$ cat config.mk
export PLATFORM = sky130hd
export DESIGN_NAME = block_avg_ctrl
export DESIGN_NICKNAME = d
export VERILOG_FILES = /design/src/rtl/block_avg_ctrl.sv
export SDC_FILE = /design/constraint.sdc
export NUM_CORES = 1
export LEC_CHECK = 0
export ABC_AREA = 1
export ABC_CLOCK_PERIOD_IN_PS = 3700
export BUFFER_PORTS_ARGS = -buffer_cell sky130_fd_sc_hd__buf_2
export CAP_MARGIN = 10
export CORE_UTILIZATION = 25
export CTS_CLUSTER_SIZE = 14
export DETAILED_ROUTE_END_ITERATION = 7
export GPL_ROUTABILITY_DRIVEN = 0
export PLACE_DENSITY = 0.38
export RECOVER_POWER = 50
export SLEW_MARGIN = 20
export SYNTH_ARGS = -nofsm -noshare
export SYNTH_HDL_FRONTEND = slang
export SYNTH_SLANG_ARGS = --single-unit
export TNS_END_PERCENT = 10
$ cat constraint.sdc
create_clock -name clk -period 3.7 [get_ports clk]
set_input_delay 0.555 -clock clk [delete_from_list [all_inputs] [get_ports clk]]
set_output_delay 0.555 -clock clk [all_outputs]
set_load 0.02 [all_outputs]
$ cat src/rtl/block_avg_ctrl.sv
// Streaming block averager: sums 2^DIV_LOG2 samples, emits the half-up rounded, saturated mean.
// Optional macro BLOCK_AVG_MAX_EN adds a dmax output carrying the block's largest sample.
module block_avg_ctrl #(
  parameter int DIV_LOG2  = 3,
  parameter int OUT_WIDTH = 32,
  parameter int ACC_WIDTH = OUT_WIDTH + DIV_LOG2
) (
  input  logic                 clk,
  input  logic                 resetn,
  input  logic                 flush,
  input  logic [OUT_WIDTH-1:0] din,
  input  logic                 din_valid,
  output logic                 din_ready,
  output logic [OUT_WIDTH-1:0] dout,
  output logic                 dout_valid,
  input  logic                 dout_ready,
  output logic [DIV_LOG2-1:0]  sample_cnt
`ifdef BLOCK_AVG_MAX_EN
  ,
  output logic [OUT_WIDTH-1:0] dmax
`endif
);

  localparam logic [0:0] ACCUM = 1'b0;
  localparam logic [0:0] HOLD  = 1'b1;

  logic [0:0]           state_r;
  logic [ACC_WIDTH-1:0] acc_r;
  logic [DIV_LOG2-1:0]  cnt_r;
  logic [OUT_WIDTH-1:0] dout_r;
  logic                 dout_valid_r;
  logic                 rdy_en_r;
  logic [ACC_WIDTH-1:0] sum_s;
  logic                 accept_s;
  logic                 last_s;
  logic                 handshake_s;

  // Shift-and-round division: quotient plus the first discarded bit, clamped to all-ones.
  function automatic logic [OUT_WIDTH-1:0] round_div(input logic [ACC_WIDTH-1:0] sum);
    logic [OUT_WIDTH:0] t;
    t = (OUT_WIDTH+1)'(sum[ACC_WIDTH-1:DIV_LOG2]) + (OUT_WIDTH+1)'(sum[DIV_LOG2-1]);
    return t[OUT_WIDTH] ? {OUT_WIDTH{1'b1}} : t[OUT_WIDTH-1:0];
  endfunction

  assign sum_s       = acc_r + ACC_WIDTH'(din);
  assign last_s      = (cnt_r == {DIV_LOG2{1'b1}});
  assign handshake_s = dout_valid_r && dout_ready;
  // In HOLD a sample may only enter on the cycle the result is handed off.
  assign din_ready   = rdy_en_r && !flush && ((state_r == ACCUM) ? 1'b1 : dout_ready);
  assign accept_s    = din_valid && din_ready;

  assign dout       = dout_r;
  assign dout_valid = dout_valid_r;
  assign sample_cnt = cnt_r;

  // Ready enable: keeps din_ready low until the first clock after reset release.
  always_ff @(posedge clk or negedge resetn) begin
    if (!resetn) begin
      rdy_en_r <= 1'b0;
    end else begin
      rdy_en_r <= 1'b1;
    end
  end

  // Block sequencing: accumulation, count, result capture and output hold.
  always_ff @(posedge clk or negedge resetn) begin
    if (!resetn) begin
      state_r      <= ACCUM;
      acc_r        <= '0;
      cnt_r        <= '0;
      dout_r       <= '0;
      dout_valid_r <= 1'b0;
    end else if (flush) begin
      state_r      <= ACCUM;
      acc_r        <= '0;
      cnt_r        <= '0;
      dout_valid_r <= 1'b0;
    end else begin
      if (accept_s && last_s) begin
        dout_r       <= round_div(sum_s);
        dout_valid_r <= 1'b1;
        acc_r        <= '0;
        cnt_r        <= '0;
        state_r      <= HOLD;
      end else begin
        if (accept_s) begin
          acc_r <= sum_s;
          cnt_r <= cnt_r + DIV_LOG2'(1);
        end else begin
          acc_r <= acc_r;
          cnt_r <= cnt_r;
        end
        if (handshake_s) begin
          dout_valid_r <= 1'b0;
          state_r      <= ACCUM;
        end else begin
          dout_valid_r <= dout_valid_r;
          state_r      <= state_r;
        end
      end
    end
  end

`ifdef BLOCK_AVG_MAX_EN
  logic [OUT_WIDTH-1:0] max_r;
  logic [OUT_WIDTH-1:0] max_next_s;
  logic [OUT_WIDTH-1:0] dmax_r;

  // Running maximum including the sample currently on din.
  always_comb begin
    max_next_s = max_r;
    if (din > max_r) begin
      max_next_s = din;
    end else begin
      max_next_s = max_r;
    end
  end

  // Block maximum tracking, captured alongside dout.
  always_ff @(posedge clk or negedge resetn) begin
    if (!resetn) begin
      max_r  <= '0;
      dmax_r <= '0;
    end else if (flush) begin
      max_r <= '0;
    end else if (accept_s && last_s) begin
      dmax_r <= max_next_s;
      max_r  <= '0;
    end else if (accept_s) begin
      max_r <= max_next_s;
    end else begin
      max_r <= max_r;
    end
  end

  assign dmax = dmax_r;
`endif

endmodule

# Word level (Yosys, flattened, before mapping)
# Index checks and enable logic that the tools add are counted.
# Widths: inputs -> output; s select.
# totals
mem_bits_rw	0
mem_count	0
ff_bits	72
out_inout_bits	37
rom_bits	0
input_bits	37
latchBits	0
elab_cells	30
# op_classes
shift	0
order_cmp	0
mul	0
div_mod_pow	0
bitwise_logic	1
addsub	3
eq_ne	1
muxes	11
reduce_logical	9
# op_table
op	n
$mux 35	3
$add 35x32->35	1
$add 32x1->33	1
$mux 32	1
$mux 3	3
$reduce_bool 3->1	2
$logic_and 1x1->1	5
$mux 1	4
$add 3x1->3 const B	1
$eq 3x3->1 const B	1
$reduce_and 2->1	1
$logic_not 1->1	1
$not 1->1	1

# Logic depth before layout (Yosys ltp)
# Gate-level depths: netlist (run 1).
# depth
depth_word	7
depth_mapped	23
mapped_depth_nobuf	23

# Least setup slack after synthesis (run 1)
# OpenSTA, ideal clock, no wires.
# synth_path
path_type	input-to-reg
startpoint	input port din[0]
endpoint	register dout_r[31], in the netlist dout[31]
setup_ps	117
arrival_ps	2741
t_required_ps	3583
stages	21
path_slack_ps	841
n_path_buf	0
cell_sequence	ha_1 > inv_1 > fa_1 > inv_1 > nand2_1 > nand2_1 > nand3_1 > nand2_2 > nand2_1 > nand2_2 > inv_1 > nor2_1 > nand2_2 > nor2_4 > nand3_2 > nor2_2 > nand2_1 > nand2_1 > nand2_1 > nor2_1 > nor2_1
# synth_between
elab_chain_cells	3
# synth_lines
item	line_no	rtl
start: declaration	11	input logic [OUT_WIDTH-1:0] din,
$add 35x32->35	45	assign sum_s = acc_r + ACC_WIDTH'(din);
$add 32x1->33	41	t = (OUT_WIDTH+1)'(sum[ACC_WIDTH-1:DIV_LOG2]) + (OUT_WIDTH+1)'(sum[DIV_LOG2-1]);
$mux 32	42	return t[OUT_WIDTH] ? {OUT_WIDTH{1'b1}} : t[OUT_WIDTH-1:0];
end signal: assignment	80	dout_r <= round_div(sum_s);
end: declaration	30	logic [OUT_WIDTH-1:0] dout_r;
# No other way between the ends.
# A chain may end at the register's enable or synchronous reset.

# Worst setup path after layout (run 1)
# layout_path
startpoint	register acc_r[2]
endpoint	register dout_r[17], in the netlist dout[17]
# layout_between
elab_chain_cells	3
# layout_lines
item	line_no	rtl
start: declaration	28	logic [ACC_WIDTH-1:0] acc_r;
start signal: assignment	87	acc_r <= sum_s;
start signal: assignment	90	acc_r <= acc_r;
$add 35x32->35	45	
$add 32x1->33	41	
$mux 32	42	
# No other way between the ends.

==> results.json, run 1 <==
{
  "grt_max_degree": 57,
  "min_from": "flush",
  "ys_top_cells_by_area": "dfrtp_1 (25%), nand2_1 (21%), inv_1 (9.0%)",
  "ctsHtreeMaxLevel": 3,
  "critPathMaxStageDelay_ns": 0.43,
  "min_path_cells": 2,
  "place_area_um2": 8031,
  "rrSetupSlack_ns": 0.47,
  "drc": 0,
  "cts_hold_buf": 0,
  "place_ws_ns": 0.1587,
  "r2r_start": "acc_r[2]$_DFFE_PN0P_",
  "yosysWarnings": 0,
  "vias_per_cell": 4.459,
  "pwr_density_cell_nw_per_um2": 349.5,
  "drv_cap": 1,
  "dr.pass1.iters": 4,
  "hold_viol": 0,
  "synth_edf_count": 0,
  "detail_route.wl_per_cell_um": 16.20,
  "areaGrowthSynthToFinish_pct": 17.07,
  "setup_ws_ns": 0.4664,
  "static-leakage-power_nw": 4.534,
  "yosysTopAreaCell": "dfrtp_1",
  "status": "finished, violations left",
  "synth_seq_cells": 72,
  "finalSetupViolCount": 0,
  "r2r_cells": 17,
  "clock-skew-final_ns": 0.01623,
  "fin_nets": 1326,
  "cts_tree": "done",
  "place_hpwl_um": 21590,
  "cts_resized": 0,
  "dieArea_um2": 29050,
  "relSlewSlack_pct": -3.812,
  "netlist_area_um2": 7094,
  "failed_checks": "max-capacitance violations, max-slew violations",
  "drt_iter0_markers": 381,
  "grt_use_total_pct": 19.24,
  "syn_inst": 1162,
  "critPathRequiredTime_ns": 3.95,
  "grt_pass1_wl_um": 41310,
  "postRouteAntennaNets": 0,
  "postSynthAreaPerCell_um2": 6.105,
  "pin_count": 74,
  "p_total_w": 0.002903,
  "die_y_um": 170.5,
  "hold_class": "input port to register",
  "antenna_found_initial": 0,
  "rsz0062_at_grt": "false",
  "min_period_ns": 3.234,
  "drt-total-wl_um": 26500,
  "cp_slowest_cell": "ha_1",
  "rr_endpoint": "dout[17]$_DFFE_PN0P_",
  "finalSetupTns_ns": 0,
  "antennaDiodeCount": 0,
  "synth_nets": 1236,
  "worstMarginPinSlew_ns": 1.557,
  "port_buffers": 73,
  "drv_slew": 57,
  "initial_core_util_pct": 25.47,
  "fmax_mhz": 309.3,
  "synthDominantCellAreaShare_pct": 25.40,
  "cp_cell_sequence": "ha_1 -> nand2_1 -> nand3_1 -> xor2_1 -> ha_1 -> inv_1 -> nor2_1 -> nand3_1 -> nor2_2 -> nand2_2 -> nor2_4 -> nand2_1 -> nor2_1 -> xor2_1 -> nand2_1 -> nand2_1 -> nand2_1",
  "irDropWorstVdd_uv": 162.5,
  "clkTransAtPathRegs_ns": 0.07,
  "fillCellCount": 3186,
  "grt_pass1_vias": 7180,
  "fin_crit_sh_pct": 87.39,
  "clock_latency_ns": 0.37,
  "core_um2": 27860,
  "cp.arrival_ns": 3.49,
  "clock-sinks": 72,
  "min_to": "state_r$_DFFE_PN0P_",
  "drive_gt1_share_pct": 16.79,
  "cts_inserted_buffers": 9,
  "fp.dieW_um": 170.5,
  "hold_ws_ns": 0.3624,
  "critPathMaxFanout": 8,
  "std_cell_rows": 61,
  "endpoint_kind": "register",
  "fin_area_um2": 8305,
  "clk_path_buf_depth": 2,
  "cts_setup_buffers": 0,
  "yosysSeqAreaShare_pct": 25.40,
  "grt_overflow_total": 0,
  "root_buffer": "clkbuf_16",
  "num_vias": 7290,
  "worstSetupPathType": "register to register",
  "critPathLaunchType": "register",
  "ys_types": 39,
  "cp_common_cell": "nand2_1",
  "synthArstFlopShare_pct": 100.0,
  "ys.flop_type": "dfrtp_1"
}
-- worst max path at each step --
stage                         startpoint              endpoint  slack (ns)  cells past startpoint
floorplan                         din[0]  dout[31]$_DFFE_PN0P_        0.84                     21
finish              acc_r[2]$_DFFE_PN0P_  dout[17]$_DFFE_PN0P_        0.47                     17
global route        acc_r[0]$_DFFE_PN0P_  dout[31]$_DFFE_PN0P_        0.18                     21
detailed placement                din[2]  dout[17]$_DFFE_PN0P_        0.16                     18
global placement                  din[2]  dout[17]$_DFFE_PN0P_        0.07                     18
CTS                 acc_r[2]$_DFFE_PN0P_  dout[17]$_DFFE_PN0P_        0.41                     17
-- cell type report --
| cell class | count | area (um^2) | share of cell area [%] |
|---|---|---|---|
| multi-input cells | 873 | 4469 | 53.81 |
| flip-flops and latches | 72 | 1802 | 21.69 |
| inverters | 201 | 754.5 | 9.084 |
| repair buffers | 95 | 504.2 | 6.071 |
| well taps | 378 | 473.0 | 5.694 |
| clock buffers | 9 | 225.2 | 2.712 |
| clock inverters | 7 | 77.57 | 0.9340 |
-- layout by cell type (no fill, tap or decap), drive strengths merged --
cell type and n:
nand2 435, inv 197, nor2 159, nand3 109, buf 75, dfrtp 72
o21ai 39, ha 36, clkbuf 29, a21oi 22, xor2 17, nand4 16
a31oi 14, clkinv 9, nor3 7, nand3b 4, o22ai 4, and2 3
o21a 2, or2 2, a21o 1, xnor2 1, fa 1, clkinvlp 1
bufinv 1, conb 1
-- per-layer routing --
metal	part of all wire, %	global-route usage, %	wire length (um)	vias to the layer above
met2	47	32.79	12370	127
met5	0	0	0	-
met1	47	24.99	12520	3351
met4	2.6	6.385	691	0
met3	3.5	2.395	917	28
li1	-	-	-	3784
-- flip-flops by register name (all words and copies together) (netlist names) --
register / count
rdy_en_r: 1
acc_r: 35
dout: 32
sample_cnt: 3
state_r: 1
-- Yosys cell counts, types with 11 or more instances --
| master | n |
|---|---|
| nand2_2 | 39 |
| a21oi_1 | 19 |
| nand3_1 | 98 |
| nor2_4 | 11 |
| dfrtp_1 | 72 |
| xor2_1 | 17 |
| clkbuf_1 | 11 |
| nand2_1 | 390 |
| inv_2 | 23 |
| nor2_2 | 14 |
| nand4_1 | 15 |
| nor2_1 | 133 |
| inv_1 | 171 |
| ha_1 | 36 |
| o21ai_0 | 38 |
-- where the power goes --
group	leakage, nW	internal [W]	switching [W]
Combinational	3.40	0.000327	0.000759
Clock	0.147	0.000532	0.000445
Sequential	0.989	0.000818	0.0000224
-- cells by family after synthesis --
kind of cell,Yosys count,synth area share [%]
AOI/OAI and AO/OA,82,7.072
xor gates and xnor gates,18,2.222
adders and majority gates,37,6.631
buffers and inverters,217,11.71
DFF,72,25.40
other,1,0.05286
and+or+nand+nor,735,46.91
-- critical path: cells and delay by family, from the launching register on --
family                     cells  cell delay [ns]
adders and majority gates      2             0.67
and+or+nand+nor               12             1.49
buffers and inverters          1             0.04
xor gates and xnor gates       2             0.54
DFF                            1             0.39
-- metrics by stage --
step	utilization [%]	cells
after floorplan	-	1162
after global placement	28.83	1619
after detailed placement	28.83	1619
after CTS	29.92	1635
after global routing	29.81	1635
final	29.81	1635
Note: power is estimated with default switching activity, not from simulation.
==> run 2: changes to the inputs <==
--- a/config.mk
+++ b/config.mk
@@ -5,15 +5,15 @@
 export SDC_FILE = /design/constraint.sdc
 export NUM_CORES = 1
 export LEC_CHECK = 0
-export ABC_AREA = 1
 export ABC_CLOCK_PERIOD_IN_PS = 3700
 export BUFFER_PORTS_ARGS = -buffer_cell sky130_fd_sc_hd__buf_2
 export CAP_MARGIN = 10
+export CORE_MARGIN = 2
 export CORE_UTILIZATION = 25
 export CTS_CLUSTER_SIZE = 14
 export DETAILED_ROUTE_END_ITERATION = 7
 export GPL_ROUTABILITY_DRIVEN = 0
-export PLACE_DENSITY = 0.38
+export PLACE_DENSITY = 0.39
 export RECOVER_POWER = 50
 export SLEW_MARGIN = 20
 export SYNTH_ARGS = -nofsm -noshare
==> results.json, run 2 <==
{
  "status": "finished, violations left",
  "failed_checks": "max-capacitance violations, max-slew violations",
  "clock-skew-final_ns": 0.01456,
  "root_buffer": "clkbuf_16",
  "layout_commonest_cell": "buf_4",
  "yosysWarnings": 0,
  "wl_met1_um": 10030,
  "fmax_mhz": 285.3,
  "cp_cell_sequence": "ha_1 -> a21oi_1 -> o211ai_2 -> and2_4 -> o31ai_4 -> or3b_2 -> nor4b_2 -> buf_4 -> nand4_1 -> nor4_2 -> a21oi_1 -> o31ai_1",
  "fin_nets": 912,
  "drc": 0,
  "synthDominantCellAreaShare_pct": 31.59,
  "yosysTopAreaCell": "dfrtp_1",
  "endpoint_kind": "register",
  "std_cell_rows": 55,
  "top_layer": "met4",
  "seq_power_share_pct": 28.5,
  "place_ws_ns": -0.2265,
  "detail_route.wl_per_cell_um": 17.02,
  "setup_ws_ns": 0.1946,
  "clock_latency_ns": 0.35,
  "power_switching_w": 0.001034,
  "syn_inst": 659,
  "cp_common_cell": "a21oi_1",
  "drive_gt1_share_pct": 30.72,
  "antennaDiodeCount": 0,
  "hold_class": "input port to register",
  "dr.pass1.iters": 5,
  "grt_pass1_wl_um": 30780,
  "postSynthAreaPerCell_um2": 8.656,
  "most-common-layout-cells": "buf_4 (127), dfrtp_1 (72), nor2_1 (63), nand2_1 (61), buf_2 (56)",
  "irDropWorstVdd_uv": 226.6,
  "largest_reg_flops": 35,
  "largest_register": "acc_r",
  "critPathRequiredTime_ns": 3.94,
  "switching_share_pct": 35.11,
  "postRouteAntennaNets": 0,
  "critPathMaxFanout": 4,
  "grt_overflow_total": 0,
  "wl_met3_um": 621,
  "num_vias": 5588,
  "place_hpwl_um": 14960,
  "ys.flop_type": "dfrtp_1",
  "drv_cap": 1,
  "die_y_um": 155.1,
  "pin_count": 74,
  "synth_most_common_cell": "dfrtp_1",
  "internal_power_w": 0.001910,
  "critPathLaunchType": "register",
  "grt_use_total_pct": 16.32,
  "synth_nets": 733,
  "p_clk_share_pct": 33.4,
  "place_area_um2": 7291,
  "cp.arrival_ns": 3.75,
  "fp.dieW_um": 155.1,
  "critPathMaxStageDelay_ns": 0.51,
  "cp_slowest_cell": "or3b_2",
  "dieArea_um2": 24040,
  "drt_iter0_markers": 341,
  "cts_tree": "done",
  "drv_slew": 73,
  "clk_path_buf_depth": 2,
  "cts_inserted_buffers": 9,
  "grt_pass1_vias": 5569,
  "cts_hold_buf": 0,
  "pwr-share-comb_pct": 38.1,
  "clkTransAtPathRegs_ns": 0.07,
  "antenna_found_initial": 0,
  "ys_top_cells_by_area": "dfrtp_1 (32%), ha_1 (7.9%), xnor2_1 (5.7%)",
  "ctsHtreeMaxLevel": 3,
  "worstMarginPinSlew_ns": 1.929,
  "worstSetupPathType": "register to register",
  "initial_core_util_pct": 25.35,
  "hold_viol": 0,
  "relSlewSlack_pct": -28.62,
  "rsz0062_at_grt": "true",
  "synth_seq_cells": 72,
  "port_buffers": 73,
  "dr_wl_met2_um": 8231,
  "areaGrowthSynthToFinish_pct": 35.84,
  "clock-sinks": 72,
  "grt_max_degree": 73,
  "netlist_area_um2": 5704,
  "finalSetupTns_ns": 0,
  "finalSetupViolCount": 0,
  "static-leakage-power_nw": 3.517,
  "vias_per_cell": 4.954,
  "min_period_ns": 3.505,
  "synthArstFlopShare_pct": 100.0,
  "synth_common_cells": "dfrtp_1 (72), nor2_1 (65), nand2_1 (61)",
  "ys_types": 78,
  "drt-total-wl_um": 19200,
  "synth_edf_count": 0,
  "pwr_density_cell_nw_per_um2": 379.9,
  "fin_crit_sh_pct": 94.74,
  "core_um2": 22500,
  "fin_area_um2": 7749,
  "yosysSeqAreaShare_pct": 31.59
}
## run 2: cell types whose count changed in the layout (fill, tap and decap cells not counted), sizes merged, moves of 9 or more
cell | before | now
buf | 75 | 185
a211oi | 0 | 9
a22o | 0 | 17
and3 | 0 | 10
nand3 | 109 | 16
a21oi | 22 | 53
inv | 197 | 13
xnor2 | 1 | 37
a31oi | 14 | 29
o21ai | 39 | 55
nand2 | 435 | 61
nor2 | 159 | 65
## run 2: path summary, 6_finish.rpt
path                                           start               endpoint  slack [ns]  cells past startpoint
worst max-delay path            acc_r[4]$_DFFE_PN0P_   dout[31]$_DFFE_PN0P_        0.19                     12
worst min-delay path                           flush   acc_r[0]$_DFFE_PN0P_        0.48                      2
worst max register to register  acc_r[4]$_DFFE_PN0P_   dout[31]$_DFFE_PN0P_        0.19                     12
worst min register to register  dout[28]$_DFFE_PN0P_   dout[28]$_DFFE_PN0P_        0.49                      2
max in group asynchronous                     resetn  acc_r[15]$_DFFE_PN0P_        1.80                      1
min in group asynchronous                     resetn   acc_r[6]$_DFFE_PN0P_        0.72                      1
## run 2: through the flow
stage / util, % / std cells / power (W) / hold slack [ns]
3_5_place_dp: 32.40 / 1109 / 0.001926 / 0.4810
3_3_place_gp: 32.40 / 1109 / 0.001920 / 0.4683
4_1_cts: 33.83 / 1125 / 0.002932 / 0.4062
5_1_grt: 34.43 / 1128 / 0.003114 / 0.4897
2_1_floorplan: - / 659 / 0.001434 / 0.2594
6_report: 34.43 / 1128 / 0.002944 / 0.4787
## run 2: kinds of logic after synthesis
kind of cell | share of synthesized area, %
other | 0.06574
buffers and inverters | 3.510
AOI/OAI and AO/OA | 27.66
muxes | 0.1755
and+or+nand+nor | 20.31
adders and majority gates | 8.247
xor gates and xnor gates | 8.445
DFF | 31.59
## run 2: final cells by class
class	count	area (um^2)
Fill cell	2352	14750
Multi-Input combinational cell	541	3885
Sequential cell	72	1802
Timing Repair Buffer	202	1339
Tap cell	285	356.6
Clock buffer	10	229.0
Clock inverter	6	92.59
Inverter	12	45.04
## run 2: metal layers
layer | global-route usage [%] | vias to the layer above
met1 | 24.31 | 2661
met4 | 4.938 | 0
met3 | 2.368 | 20
li1 | - | 2802
met5 | 0 | -
met2 | 24.25 | 105
## run 2: worst max-delay path: cells and delay by family, from the launching register on
kind | cells | cell delay [ns]
AOI/OAI and AO/OA | 5 | 1.10
adders and majority gates | 1 | 0.33
buffers and inverters | 1 | 0.16
DFF | 1 | 0.41
and+or+nand+nor | 5 | 1.39
## run 2: repair_timing
| action | in CTS | in global routing |
|---|---|---|
| endpoints found under the setup margin | 0 | 32 |
| gates resized for setup | 0 | 28 |
| setup buffers | 0 | 3 |
## run 2: power by group through the flow
stage | sequential [W] | combinational (W) | clock (W)
floorplan | 0.000847 | 0.000587 | 0
global placement | 0.000853 | 0.00107 | 0
detailed placement | 0.000853 | 0.00107 | 0
CTS | 0.000839 | 0.00108 | 0.00101
global route | 0.000843 | 0.00123 | 0.00104
finish | 0.000840 | 0.00112 | 0.000983
